`src/rtl/data_mem_pkg.sv`:
```
// Shared types and constants for the data memory load/store initiator.
package data_mem_pkg;

  typedef enum logic [1:0] {
    IDLE  = 2'd0,
    READ  = 2'd1,
    WRITE = 2'd2,
    RESP  = 2'd3
  } state_t;

  localparam logic [1:0] SZ_BYTE = 2'd0;
  localparam logic [1:0] SZ_HALF = 2'd1;
  localparam logic [1:0] SZ_WORD = 2'd2;

  localparam int DEPTH_DEFAULT = 256;

endpackage

```
`src/rtl/mem_lane_align.sv`:
```
// Little-endian lane extraction/extension for loads and lane merge for stores.
module mem_lane_align
  import data_mem_pkg::*;
(
  input  logic [31:0] word,
  input  logic [1:0]  off,
  input  logic [1:0]  size,
  input  logic        sgn,
  input  logic [31:0] sdata,
  output logic [31:0] ldata,
  output logic [31:0] sword
);

  // Extend a byte or halfword lane to 32 bits, using the lane MSB when signed.
  function automatic logic [31:0] extend(input logic [15:0] lane,
                                         input logic        is_half,
                                         input logic        sext);
    logic fill;
    fill = sext & (is_half ? lane[15] : lane[7]);
    if (is_half)
      extend = {{16{fill}}, lane};
    else
      extend = {{24{fill}}, lane[7:0]};
  endfunction

  logic [7:0]  byte_lane;
  logic [15:0] half_lane;

  // Select the addressed lane and extend it into the load result.
  always_comb begin
    byte_lane = word[{off, 3'b000} +: 8];
    half_lane = word[{off[1], 4'b0000} +: 16];
    case (size)
      SZ_BYTE: ldata = extend({8'h00, byte_lane}, 1'b0, sgn);
      SZ_HALF: ldata = extend(half_lane, 1'b1, sgn);
      default: ldata = word;
    endcase
  end

  // Overwrite only the addressed lane; other lanes pass through bit-identical.
  always_comb begin
    sword = word;
    case (size)
      SZ_BYTE: sword[{off, 3'b000} +: 8]     = sdata[7:0];
      SZ_HALF: sword[{off[1], 4'b0000} +: 16] = sdata[15:0];
      default: sword = sdata;
    endcase
  end

endmodule

```
`src/rtl/data_mem_master.sv`:
```
// Load/store initiator driving a single-port word-addressed data memory.
// Sub-word stores use read-modify-write; bad requests never touch memory.
module data_mem_master
  import data_mem_pkg::*;
#(
  parameter int DEPTH = DEPTH_DEFAULT
) (
  input  logic        clk,
  input  logic        rst_n,
  input  logic        req_valid,
  output logic        req_ready,
  input  logic        req_write,
  input  logic [1:0]  req_size,
  input  logic        req_signed,
  input  logic [31:0] req_addr,
  input  logic [31:0] req_wdata,
  output logic        resp_valid,
  output logic [31:0] resp_rdata,
  output logic        resp_err,
  output logic        mem_read,
  output logic        mem_write,
  output logic [31:0] mem_addr,
  output logic [31:0] mem_wdata,
  input  logic [31:0] mem_rdata
);

  state_t      state, state_nx;
  logic        accept;
  logic        req_bad;
  logic        write_q, sgn_q, err_q;
  logic [1:0]  size_q;
  logic [31:0] addr_q, wdata_q, rdata_q;
  logic [31:0] ld_val, st_word;

  assign accept = req_valid && (state == IDLE);

  // Classify the incoming request: illegal size, misalignment or out of range.
  always_comb begin
    req_bad = 1'b0;
    if (req_size == 2'd3)                                   req_bad = 1'b1;
    if ((req_size == SZ_HALF) && req_addr[0])               req_bad = 1'b1;
    if ((req_size == SZ_WORD) && (req_addr[1:0] != 2'b00))  req_bad = 1'b1;
    if ({2'b00, req_addr[31:2]} >= 32'(DEPTH))              req_bad = 1'b1;
  end

  mem_lane_align u_align (
    .word  (mem_rdata),
    .off   (addr_q[1:0]),
    .size  (size_q),
    .sgn   (sgn_q),
    .sdata (wdata_q),
    .ldata (ld_val),
    .sword (st_word)
  );

  // State register and error flag; async reset aborts any in-flight access.
  always_ff @(posedge clk or negedge rst_n) begin
    if (!rst_n) begin
      state <= IDLE;
      err_q <= 1'b0;
    end else begin
      state <= state_nx;
      if (accept) err_q <= req_bad;
    end
  end

  // Request latch and result register; data only, no reset needed.
  always_ff @(posedge clk) begin
    if (accept) begin
      addr_q  <= req_addr;
      size_q  <= req_size;
      sgn_q   <= req_signed;
      write_q <= req_write;
      wdata_q <= req_wdata;
      rdata_q <= 32'h0;
    end else if (state == READ) begin
      if (write_q) wdata_q <= st_word;
      else         rdata_q <= ld_val;
    end
  end

  // Next-state logic and state-decoded outputs.
  always_comb begin
    state_nx   = state;
    req_ready  = 1'b0;
    resp_valid = 1'b0;
    resp_err   = 1'b0;
    resp_rdata = 32'h0;
    mem_read   = 1'b0;
    mem_write  = 1'b0;
    mem_addr   = 32'h0;
    mem_wdata  = 32'h0;
    case (state)
      IDLE: begin
        req_ready = 1'b1;
        if (req_valid) begin
          if (req_bad)                    state_nx = RESP;
          else if (!req_write)            state_nx = READ;
          else if (req_size == SZ_WORD)   state_nx = WRITE;
          else                            state_nx = READ;
        end
      end
      READ: begin
        mem_read = 1'b1;
        mem_addr = {2'b00, addr_q[31:2]};
        state_nx = write_q ? WRITE : RESP;
      end
      WRITE: begin
        mem_write = 1'b1;
        mem_addr  = {2'b00, addr_q[31:2]};
        mem_wdata = wdata_q;
        state_nx  = RESP;
      end
      RESP: begin
        resp_valid = 1'b1;
        resp_err   = err_q;
        resp_rdata = rdata_q;
        state_nx   = IDLE;
      end
      default: state_nx = IDLE;
    endcase
  end

endmodule

```
`config.mk`:
```
export PLATFORM = sky130hd
export DESIGN_NAME = data_mem_master
export DESIGN_NICKNAME = d
export VERILOG_FILES = /design/src/rtl/data_mem_pkg.sv /design/src/rtl/mem_lane_align.sv /design/src/rtl/data_mem_master.sv
export SDC_FILE = /design/constraint.sdc
export NUM_CORES = 1
export LEC_CHECK = 0
export CAP_MARGIN = 30
export CORE_UTILIZATION = 52
export CTS_BUF_LIST = sky130_fd_sc_hd__clkbuf_2
export DETAILED_ROUTE_END_ITERATION = 7
export PLACE_DENSITY = 0.89
export SETUP_SLACK_MARGIN = 0.05
export SLEW_MARGIN = 20
export SYNTH_ARGS = -nofsm -noshare
export SYNTH_HDL_FRONTEND = slang
export SYNTH_HIERARCHICAL = 1
export SYNTH_SLANG_ARGS = --single-unit
```
`constraint.sdc`:
```
create_clock -name clk -period 4.7 [get_ports clk]
set_input_delay 0.47 -clock clk [delete_from_list [all_inputs] [get_ports clk]]
set_output_delay 0.47 -clock clk [all_outputs]
set_load 0.1 [all_outputs]
```
==> Word-level counts from Yosys, hierarchy flattened <==
Cells that the tools add are included.
{ "totals": {"ff_bits": 103, "in_bits": 103} }
{ "classes": {"n_addsub": 2, "magnitude_cmp": 1, "n_eq_ne": 8, "shift": 6, "mux": 25, "bitwise": 3, "reduce_logical": 12} }
{ "op_table": {"columns": ["cell", "n"], "rows": [
  ["two-way mux 32 bit", 5],
  ["one-hot mux 32 bit (2 select lines)", 2],
  ["bitwise mux 32 bit", 2],
  ["variable shift 16 x 7 -> 32 bit, first input constant", 1],
  ["variable shift 8 x 7 -> 32 bit, first input constant", 1],
  ["variable part select 16 x 7 -> 32 bit", 1],
  ["variable part select 32 x 6 -> 16 bit", 1],
  ["variable part select 32 x 6 -> 8 bit", 1],
  ["variable part select 8 x 7 -> 32 bit", 1],
  ["greater-or-equal comparator 30 x 9 -> 1 bit, second input constant", 1],
  ["two-way mux 30 bit", 1],
  ["negator 5 -> 7 bit", 2],
  ["two-way mux 1 bit", 10],
  ["equality test 2 bit, second input constant", 4],
  ["two-way mux 2 bit", 4],
  ["one-hot mux 2 bit (4 select lines)", 1],
  ["equality test 2 x 1 -> 1 bit, second input constant", 3],
  ["nonzero test 2 bit", 3],
  ["zero test 2 bit", 2],
  ["logical AND 1 bit", 3],
  ["AND reduction 3 bit", 1],
  ["nonzero test 3 bit", 1],
  ["bitwise AND 1 bit", 2],
  ["inequality test 2 bit, second input constant", 1],
  ["3 further kinds", 3]
]} }

==> Depth between registers and ports, before layout <==
Gate-level depths: netlist of run 1.
{ "depth": {"word_depth": 8, "mapped_depth": 11} }

==> Cells and area by module <==
The synthesis of run 1 kept the hierarchy.
{ "by_module_without_submodules": {"columns": ["module", "n_inst", "cells_each", "area_each_um2", "seq_area_each_um2"], "rows": [
  ["data_mem_master", 1, 453, 4483.0, 2757.6],
  ["mem_lane_align", 1, 263, 1686.6, 0.0]
]} }

==> Worst setup path before layout of run 1 <==
OpenSTA, ideal clock, no wires.
{ "synth_path": {"path_kind": "register -> register", "start": "register state[0]", "end": "register wdata_q[0], enable pin", "setup_ns": 0.389, "t_arrival_ns": 2.590, "path_slack_ns": 1.721, "path_stages_with_launch": 6, "synth_period_minus_slack_ns": 2.979, "cell_sequence": "dfrtp_1 > inv_1 > ha_1 > nand2_2 > clkbuf_1 > nand2_1"} }
{ "synth_via": {"elab_chain_cells": 4, "elab_cells_between_ends": 7, "classes_between": "eq/ne (1); reduce/logical (6)"} }
{ "synth_lines": {"columns": ["element", "line_no", "source"], "rows": [
  ["start, declared", "data_mem_master.sv:27", "state_t state, state_nx;"],
  ["start signal, assigned", "data_mem_master.sv:62", "state <= state_nx;"],
  ["zero test 2 bit", "data_mem_master.sv:35", "assign accept = req_valid && (state == IDLE);"],
  ["logical AND 1 bit", "data_mem_master.sv:35", null],
  ["nonzero test 3 bit (no line) / nonzero test 2 bit (equally long branches)", null, null],
  ["AND reduction 3 bit (no line) (*)", null, null],
  ["end signal, assigned", "data_mem_master.sv:74", "wdata_q <= req_wdata;"],
  ["end signal, assigned", "data_mem_master.sv:77", "if (write_q) wdata_q <= st_word;"],
  ["end, declared", "data_mem_master.sv:32", "logic [31:0] addr_q, wdata_q, rdata_q;"]
]} }
Mark *: on every way between the ends. The rest lies on a longest branch, timed or not.
A chain may end at the register's enable or synchronous reset.

==> Worst setup path after layout of run 1 <==
{ "layout_path": {"start": "register state[0]", "end": "output port mem_addr[26]"} }
{ "layout_via": {"elab_chain_cells": 3, "elab_cells_between_ends": 4, "classes_between": "eq/ne (2); mux (1); reduce/logical (1)"} }
{ "layout_lines": {"columns": ["element", "line_no", "source"], "rows": [
  ["equality test 2 x 1 -> 1 bit / equality test 2 bit (equally long branches)", "data_mem_master.sv:93", "case (state)"],
  ["OR reduction 2 bit (no line) (*)", null, null],
  ["two-way mux 30 bit (*)", "data_mem_master.sv:93", null],
  ["end, declared", "data_mem_master.sv:22", "output logic [31:0] mem_addr,"]
]} }
Marks and branches as above.

==> results of run 1 <==
-- final timing paths --
kind,end,depth (start not counted)
min reg2reg,rdata_q[27],2
max in group asynchronous,state[0],2
max,mem_addr[26],4
min,addr_q[3],1
max reg2reg,wdata_q[7],7
min in group asynchronous,state[1],2
-- cell type report --
| cell class | count | area [um^2] |
|---|---|---|
| Antenna cell | 1 | 2.50 |
| Clock buffer | 10 | 50.0 |
| Clock inverter | 6 | 70.1 |
| Fill cell | 859 | 3160 |
| Inverter | 12 | 46.3 |
| Multi-Input combinational cell | 550 | 3100 |
| Sequential cell | 103 | 2760 |
| Tap cell | 143 | 179 |
| Timing Repair Buffer | 211 | 2100 |
-- Yosys cell counts (all sizes together) --
| library cell | count | area [um^2] |
|---|---|---|
| a221o | 2 | 20.0 |
| dfrtp | 3 | 75.1 |
| clkbuf | 24 | 90.1 |
| or3 | 1 | 6.26 |
| a211oi | 1 | 7.51 |
| o32a | 1 | 11.3 |
| nor2 | 10 | 40.0 |
| a221oi | 6 | 52.6 |
| a31oi | 3 | 18.8 |
| nor3 | 2 | 10.0 |
| o31ai | 1 | 7.51 |
| nor2b | 4 | 25.0 |
| nand2 | 230 | 866 |
| inv | 11 | 41.3 |
| o21ai | 12 | 60.1 |
| edfxtp | 68 | 2040 |
| and2 | 95 | 594 |
| and3b | 1 | 8.76 |
| mux2i | 11 | 110 |
| and4 | 3 | 26.3 |
| o22ai | 2 | 12.5 |
| a211o | 6 | 52.6 |
| or2 | 1 | 6.26 |
| a22oi | 8 | 60.1 |
| a32oi | 2 | 17.5 |
| a2bb2oi | 6 | 52.6 |
| nor3b | 1 | 7.51 |
| conb | 1 | 3.75 |
| o221ai | 7 | 61.3 |
| nand4 | 2 | 12.5 |
| clkinv | 1 | 3.75 |
| buf | 28 | 186 |
| o211a | 1 | 17.5 |
| dfxtp | 32 | 641 |
| mux2 | 7 | 78.8 |
| a222oi | 8 | 80.1 |
| o211ai | 1 | 7.51 |
| nor4 | 5 | 31.3 |
| a22o | 17 | 149 |
| nand2b | 9 | 56.3 |
| a41oi | 1 | 8.76 |
| a21oi | 72 | 398 |
| ha | 9 | 113 |
-- through the flow --
step / worst slack [ns] / power [uW] / hold WS, ns / util / instance area, um^2
6_report: 0.884 / 6460 / 0.376 / 0.724 / 8310
5_1_grt: 0.683 / 6710 / 0.320 / 0.724 / 8310
4_1_cts: 0.759 / 6440 / 0.336 / 0.723 / 8290
3_5_place_dp: 1.38 / 5990 / 0.445 / 0.712 / 8160
3_3_place_gp: 1.53 / 5910 / 0.438 / 0.710 / 8140
2_1_floorplan: 1.72 / 4960 / 0.174 / - / 6170
-- kinds of logic (layout without fill, tap and decap cells) --
family	count (synthesis)	in the layout	synth area share
other cells	1	3	0.000608
mux	18	18	0.0306
fa+ha+maj	9	9	0.0183
flops	103	103	0.447
buf+inv	64	239	0.0521
simple gates	364	364	0.274
compound gates	157	157	0.177
-- flip-flops by register name (all words and copies together) (netlist names) --
name / count
wdata_q: 32
addr_q: 32
write_q: 1
state: 2
err_q: 1
sgn_q: 1
rdata_q: 32
size_q: 2
-- power by group --
part	internal, uW	switching, uW
Combinational	1100	3400
Sequential	1320	191
Clock	130	319
-- per-layer routing --
layer	vias up	share of wire	track usage	wire, um
li1	2822	-	-	-
met2	368	0.49	0.545	9690
met5	-	0	0	0
met1	2795	0.38	0.386	7430
met3	43	0.11	0.0760	2080
met4	0	0.023	0.133	454
-- repair_timing --
action | CTS | global route
setup endpoints to repair | 0 | 0
buffers inserted | 0 | 0
endpoints found under the hold margin | 3 | 0
resized for setup | 0 | 0
hold buffers | 1 | 0
==> summary.txt, run 1 <==
STA
  – TNS Setup: 0 ns
  – Final Hold Viols: 0
  – Least-Margin Pin Slew: approximately 1 ns
  – Rel. slew slack: 0.327
  – Max-slew violations: 0
  – Worst Clk Skew: 0.0220 ns
  – F_max: 262 MHz
  – Shortest period the worst path allows: approximately 3.8 ns
  – RSZ-0062 raised after global routing: false
  – Period utilization: 0.812
  – Final setup vio count: 0

Floorplan
  – Initial cell density of the core: 0.538
  – Core Footprint: 11,500 um^2
  – Die Ht: 111 um
  – Row cnt: 39
  – Die outline width: 111 um
  – IO Count: 204
  – Die area: 12,300 um^2

Finish
  – Layout cells sized above 1: 0.0538
  – Most frequent cells in the layout: nand2_1, clkdlybuf4s50_1, and2_1
  – Area growth from synthesis to layout: 34.6%
  – Commonest non-fill, non-tap cell in the layout: nand2_1
  – Finished Layout Cells: 1,036
  – Nets@finish: 999

Power and ir drop
  – Leakage Power: approximately 0.0032 uW
  – Pwr Density: 777 nW/um^2
  – Peak VDD IR: 0.788 mV

Worst setup path
  – Crit Path Class: reg2out
  – CP Capture Type: primary output
  – Startpoint type of the worst setup path: register
  – CP bufs+invs: 2
  – CP Max Fanout: 31
  – CP max-delay cell: clkdlybuf4s50_1
  – FF-to-FF setup slack: 1.54 ns
  – CP peak stage delay: between 1 and 1.5 ns
  – Top delay family on crit path: buffers and inverters
  – WP data arrival: ~3.4 ns
  – CP startpoint: state[0]
  – Reg2reg start: state[0]
  – WP data required: about 4.2 ns
  – Cells along the critical path: inv_1, ha_1, and2_1, clkdlybuf4s50_1

Synth
  – Syn Area/Cell: 8.62 um^2
  – Syn Inst Count: slightly above 700
  – Register bit total from synthesis: 103
  – Yosys warning count: 6
  – Sequential share of the synthesized area: 0.447
  – Cell variety after synth: 51
  – Synthesized area: approximately 6000 um^2

CTS
  – CTS Sinks: 103
  – CTS Buf Count: 9
  – Register clock-pin slew on the reported worst setup and hold paths: 0.28 ns
  – CTS Buffer Depth: 2
  – TritonCTS clock tree: done
  – # H-tree levels: 3
  – Root buffer cell: clkbuf_2
  – Clock Latency Late Sink: 0.62 ns

Route
  – ANT nets after route: 0
  – Wire length per cell: 19.0 um
  – Total number of vias: roughly 6,000
  – DRT Pass-1 Iters: 6
  – WL final: 19,700 um
  – # DRC: 0
  – Vias/cell: about 5.8
  – DR iter-0 viols: 700

Placement
  – Port Buffers: 201
  – Final HPWL DP: 14,500 um
  – Cells after DPL: between 1,000 and 1,500
  – Placer Congestion: a little over 0.9

Min path
  – Min-Delay Path Class: in2reg
  – Worst Hold Launch: req_addr[3]

Global routing
  – Initial antenna violation count: 1
  – Global-route wire length before repair: 30,600 um
  – Tot GR Track Use: 0.320
  – Vias in the first global route: between 5,000 and 6,000
  – Maximum number of pins on one net before global-route repair: 68
  – Overflow after GRT: 0

Outcome
  – Status: complete, no violations

Run
  – Maxcap violations: 0
No activity file was read; power rests on OpenSTA's default activity.
==> run 2, diff against run 1 <==
--- a/config.mk
+++ b/config.mk
@@ -6,10 +6,10 @@
 export NUM_CORES = 1
 export LEC_CHECK = 0
 export CAP_MARGIN = 30
-export CORE_UTILIZATION = 52
+export CORE_UTILIZATION = 43
 export CTS_BUF_LIST = sky130_fd_sc_hd__clkbuf_2
 export DETAILED_ROUTE_END_ITERATION = 7
-export PLACE_DENSITY = 0.89
+export PLACE_DENSITY = 0.79
 export SETUP_SLACK_MARGIN = 0.05
 export SLEW_MARGIN = 20
 export SYNTH_ARGS = -nofsm -noshare
==> constraint.sdc (replaced) <==
create_clock -name clk -period 3.5 [get_ports clk]
set_input_delay 0.35 -clock clk [delete_from_list [all_inputs] [get_ports clk]]
set_output_delay 0.35 -clock clk [all_outputs]
set_load 0.1 [all_outputs]
==> summary.txt, run 2 (same netlist as run 1, synthesis figures left out) <==
Route
  – Total number of vias: 5,834 (-3.2%)
  – WL met2: 8780 um (-9.4%)
  – # DRC: 0 (unchanged)
  – ANT nets after route: 0 (unchanged)
  – Highest routed layer: met4
  – Met3 WL: 1730 um (-17%)
  – Vias/cell: 5.42 (-6.9%)
  – Wire length per cell: 17.1 um (-9.7%)
  – DR iter-0 viols: 638 (-8.9%)
  – WL final: 18,500 um (-6.1%)
  – DRT Pass-1 Iters: 5 (-1)
  – WL met1: 7550 um (+1.6%)

CTS
  – CTS Buf Count: 9 (unchanged)
  – Post-CTS Hold Buffers: 1 (unchanged)
  – Clock Latency Late Sink: 0.66 ns (+0.04 ns)
  – Register clock-pin slew on the reported worst setup and hold paths: 0.31 ns (+0.03 ns)
  – TritonCTS clock tree: done
  – Post-CTS resize count: 0 (unchanged)
  – CTS Buffer Depth: 2 (unchanged)
  – Root buffer cell: clkbuf_2
  – CTS Sinks: 103 (unchanged)
  – Number of setup buffers added after CTS: 0 (unchanged)
  – # H-tree levels: 3 (unchanged)

Worst setup path
  – Crit Path Class: reg2out
  – Startpoint type of the worst setup path: register
  – WP data required: 3.15 ns (-1.08 ns)
  – CP Max Fanout: 31 (unchanged)
  – Top delay family on crit path: adder cells
  – CP max-delay cell: ha_1
  – CP peak stage delay: 0.73 ns (-0.43 ns)
  – CP Capture Type: primary output
  – CP bufs+invs: 2 (unchanged)
  – WP data arrival: 2.46 ns (-0.89 ns)
  – Cells along the critical path: inv_1, ha_1, and2_1, buf_4

STA
  – Hold Slack: 0.190 ns (-0.186 ns)
  – TNS Setup: 0 ns (unchanged)
  – Period utilization: 0.803
  – Worst Clk Skew: 0.0264 ns (+0.00442 ns)
  – F_max: 356 MHz
  – Final Hold Viols: 0 (unchanged)
  – Shortest period the worst path allows: 2.81 ns
  – RSZ-0062 raised after global routing: false
  – Least-Margin Pin Slew: 0.732 ns (-0.275 ns)
  – Final setup vio count: 0 (unchanged)
  – Rel. slew slack: 0.508 (+0.181)
  – Max-slew violations: 0 (unchanged)
  – Fin worst setup slack: 0.688 ns (-0.197 ns)

Global routing
  – Initial antenna violation count: 1 (unchanged)
  – Vias in the first global route: 5,532 (-7.3%)
  – Tot GR Track Use: 0.253 (-0.0672)
  – Global-route wire length before repair: 28,500 um (-6.9%)
  – Maximum number of pins on one net before global-route repair: 71 (+4.4%)
  – Overflow after GRT: 0 (unchanged)

Floorplan
  – Core Footprint: 13,900 um^2 (+22%)
  – Row cnt: 43 (+10%)
  – Die Ht: 122 um (+9.8%)
  – IO Count: 204 (unchanged)
  – Initial cell density of the core: 0.443 (-0.0953)
  – Die area: 14,800 um^2 (+21%)
  – Die outline width: 122 um (+9.8%)

Placement
  – Final HPWL DP: 13,600 um (-5.9%)
  – Port Buffers: 201 (unchanged)
  – Placer Congestion: 0.915 (-0.75%)
  – Pre-CTS WS: 1.21 ns (-0.170 ns)

Run
  – Maxcap violations: 0 (unchanged)

Finish
  – Commonest non-fill, non-tap cell in the layout: nand2_1
  – Regs by FF count: addr_q: 32 flops, rdata_q: 32 flops, wdata_q: 32 flops
  – Area growth from synthesis to layout: 32.6%
  – Most frequent cells in the layout: nand2_1, buf_4, clkdlybuf4s50_1
  – Nets@finish: 1,003 (+0.40%)
  – Layout cells sized above 1: 0.170 (+0.116)

Outcome
  – Status: complete, no violations

Min path
  – Min-Delay Path Class: in2reg
[run 2: layout make-up]
class	count	area (um^2)
fillers	1326	5750
flip-flops and latches	103	2760
clock inverters	7	109
well taps	180	225
clock buffers	9	45.0
multi-input cells	550	3100
repair buffers	215	1900
diodes	1	2.50
inverters	12	46.3
[run 2: path summary, 6_finish.rpt]
path	start	to	slack (ns)	depth (start not counted)
max	state[0]	mem_addr[12]	0.69	4
min	req_addr[3]	addr_q[3]	0.19	1
max reg2reg	addr_q[1]	wdata_q[29]	1.17	7
min reg2reg	rdata_q[28]	rdata_q[28]	0.47	2
max in group asynchronous	rst_n	err_q	2.97	2
min in group asynchronous	rst_n	state[0]	0.40	2
[run 2: per-stage QoR]
stage	instances	utilization	area, um^2
after floorplan	717	-	6170
after global routing	1077	0.587	8180
after detailed placement	1057	0.573	7990
after global placement	1055	0.572	7970
final	1077	0.587	8180
after CTS	1074	0.585	8150
[run 2: worst register-to-register path: cells and delay by family (launching register included)]
kind	cells	cell delay, ns
AO/OA/AOI/OAI	2	0.68
flip-flops	1	0.45
buffers and inverters	1	0.41
adder cells (fa/ha/maj)	1	0.30
AND/OR/NAND/NOR	3	0.29
[run 2: routing by layer]
metal / GRT usage / vias to the layer above
met2: 0.409 / 278
li1: - / 2832
met1: 0.324 / 2693
met3: 0.0637 / 31
met5: 0 / -
met4: 0.0949 / 0
Power of run 2 is not shown: default switching activity piles up to over one toggle a cycle in this logic, so the estimate is an artifact.
==> run 3, diff against run 2 <==
==> constraint.sdc (replaced) <==
create_clock -name clk -period 2.44 [get_ports clk]
set_input_delay 0.244 -clock clk [delete_from_list [all_inputs] [get_ports clk]]
set_output_delay 0.244 -clock clk [all_outputs]
set_load 0.1 [all_outputs]
==> summary.txt, run 3 (same netlist as run 1, synthesis figures left out) <==
Outcome
  – Status: complete, no violations

Worst setup path
  – CP peak stage delay: 0.46 ns (-0.27 ns)
  – Startpoint type of the worst setup path: register
  – CP max-delay cell: dfrtp_1
  – Crit Path Class: reg2out
  – CP Capture Type: primary output
  – Cells along the critical path: inv_1, ha_4, clkbuf_8, and2_1, buf_12
  – CP Max Fanout: 15 (-52%)
  – FF-to-FF setup slack: 0.21 ns (-0.96 ns)
  – Reg-to-Reg End: wdata_q[0]
  – Reg2reg start: addr_q[1]
  – WP data arrival: 2.06 ns (-0.40 ns)
  – CP startpoint: state[0]
  – WP data required: 2.20 ns (-0.95 ns)
  – Reg2Reg Depth: 8 (+1)

Finish
  – Area growth from synthesis to layout: 54.8%
  – Finished Layout Cells: 1,089 (+1.1%)
  – Layout cells sized above 1: 0.194 (+0.0242)
  – Regs by FF count: addr_q: 32 flops, rdata_q: 32 flops, wdata_q: 32 flops
  – Commonest non-fill, non-tap cell in the layout: nand2_1
  – Final Instance Area: 9550 um^2 (+17%)
  – Nets@finish: 1,015 (+1.2%)
  – Most frequent cells in the layout: nand2_1, clkdlybuf4s50_1, buf_12

Route
  – Total number of vias: 5,959 (+2.1%)
  – # DRC: 0 (unchanged)
  – DR iter-0 viols: 588 (-7.8%)
  – ANT nets after route: 0 (unchanged)
  – DRT Pass-1 Iters: 7 (+2)
  – WL final: 19,500 um (+5.8%)
  – Vias/cell: 5.47 (+1.0%)
  – Wire length per cell: 17.9 um (+4.6%)

STA
  – F_max: between 400 and 500 MHz
  – Max-slew violations: 0 (unchanged)
  – Final setup vio count: 0 (unchanged)
  – RSZ-0062 raised after global routing: true
  – Final Hold Viols: 0 (unchanged)
  – Least-Margin Pin Slew: 0.744 ns (+0.0120 ns)
  – Period utilization: 0.943
  – Worst Clk Skew: 0.0358 ns (+0.00939 ns)
  – Rel. slew slack: 0.500 (-0.00806)
  – Shortest period the worst path allows: 2.30 ns

Min path
  – Hold endpoint: addr_q[7]
  – Worst hold path cell count: 1 (unchanged)
  – Min-Delay Path Class: in2reg
  – Worst Hold Launch: req_addr[7]

CTS
  – CTS Sinks: 103 (unchanged)
  – CTS Buf Count: 9 (unchanged)
  – TritonCTS clock tree: done
  – CTS Buffer Depth: 2 (unchanged)
  – Root buffer cell: clkbuf_2
  – # H-tree levels: 3 (unchanged)
  – Register clock-pin slew on the reported worst setup and hold paths: 0.30 ns (about the same)
  – Clock Latency Late Sink: 0.63 ns (-0.03 ns)

Floorplan
  – Core Footprint: 13,900 um^2 (unchanged)
  – Die outline width: 122 um (unchanged)
  – Die area: 14,800 um^2 (unchanged)
  – Initial cell density of the core: 0.443 (unchanged)
  – IO Count: 204 (unchanged)
  – Row cnt: 43 (unchanged)
  – Die Ht: 122 um (unchanged)

Placement
  – Placer Congestion: 0.930 (+1.7%)
  – Final HPWL DP: 14,600 um (+7.3%)
  – Port Buffers: 201 (unchanged)
  – Placed cell areas: 9310 um^2 (+16%)
  – Cells after DPL: 1,065 (+0.76%)

Global routing
  – Vias in the first global route: 5,649 (+2.1%)
  – Global-route wire length before repair: 30,000 um (+5.1%)
  – Maximum number of pins on one net before global-route repair: 38 (-46%)
  – Tot GR Track Use: 0.265 (+0.0128)
  – Initial antenna violation count: 1 (unchanged)
  – Overflow after GRT: 0 (unchanged)

Power and ir drop
  – Pwr Density: roughly 1500 nW/um^2
  – Peak VDD IR: 0.970 mV
  – Leakage Power: 0.00379 uW
  – Pwr Total: 14,400 uW

Run
  – Maxcap violations: 0 (unchanged)
run 3: metrics by stage:
step | setup WS, ns | utilization | hold WS (ns) | setup TNS [ns]
after detailed placement | 0.263 | 0.668 | 0.442 | 0
after global routing | -0.0145 | 0.686 | 0.0754 | -0.0440
after CTS | 0.0366 | 0.679 | 0.0836 | 0
after global placement | 0.314 | 0.668 | 0.435 | 0
after floorplan | 0.123 | - | -0.0516 | 0
final | 0.138 | 0.686 | 0.119 | 0
run 3: worst max-delay path by stage:
stage,end,depth (start not counted)
finish,mem_addr[4],5
CTS,mem_wdata[29],4
floorplan,wdata_q[0],5
detailed placement,wdata_q[5],8
global placement,wdata_q[26],7
global route,resp_rdata[5],3
run 3: worst max-delay path: cells and delay by family (launching register included):
kind / cells / cell delay (ns)
buffers and inverters: 3 / 0.48
adders and majority gates: 1 / 0.31
DFF: 1 / 0.46
and+or+nand+nor: 1 / 0.18
run 3: where the power goes:
group	internal [uW]	switching, uW
Clock	251	617
Combinational	3710	6950
Sequential	2530	372
Total	6490	7940
run 3: cell type report:
| class | instances | area [um^2] |
|---|---|---|
| clock inverters | 7 | 78.8 |
| repair buffers | 227 | 3250 |
| diodes | 1 | 2.50 |
| multi-input cells | 550 | 3140 |
| well taps | 180 | 225 |
| inverters | 12 | 46.3 |
| flip-flops and latches | 103 | 2760 |
| fillers | 1075 | 4380 |
| clock buffers | 9 | 45.0 |
run 3: repair_timing:
action,4_1_cts,5_1_grt
hold endpoints to repair,3,0
resized for setup,2,9
setup endpoints to repair,63,96
pin swaps,0,1
setup buffers,0,6
hold buffers,1,0
run 3: metal layers:
layer / global-route usage / vias up / part of all wire / routed length [um]
li1: - / 2854 / - / -
met1: 0.347 / 2761 / 0.40 / 7840
met2: 0.430 / 310 / 0.48 / 9440
met3: 0.0496 / 34 / 0.090 / 1760
met4: 0.110 / 0 / 0.026 / 503
met5: 0 / - / 0 / 0
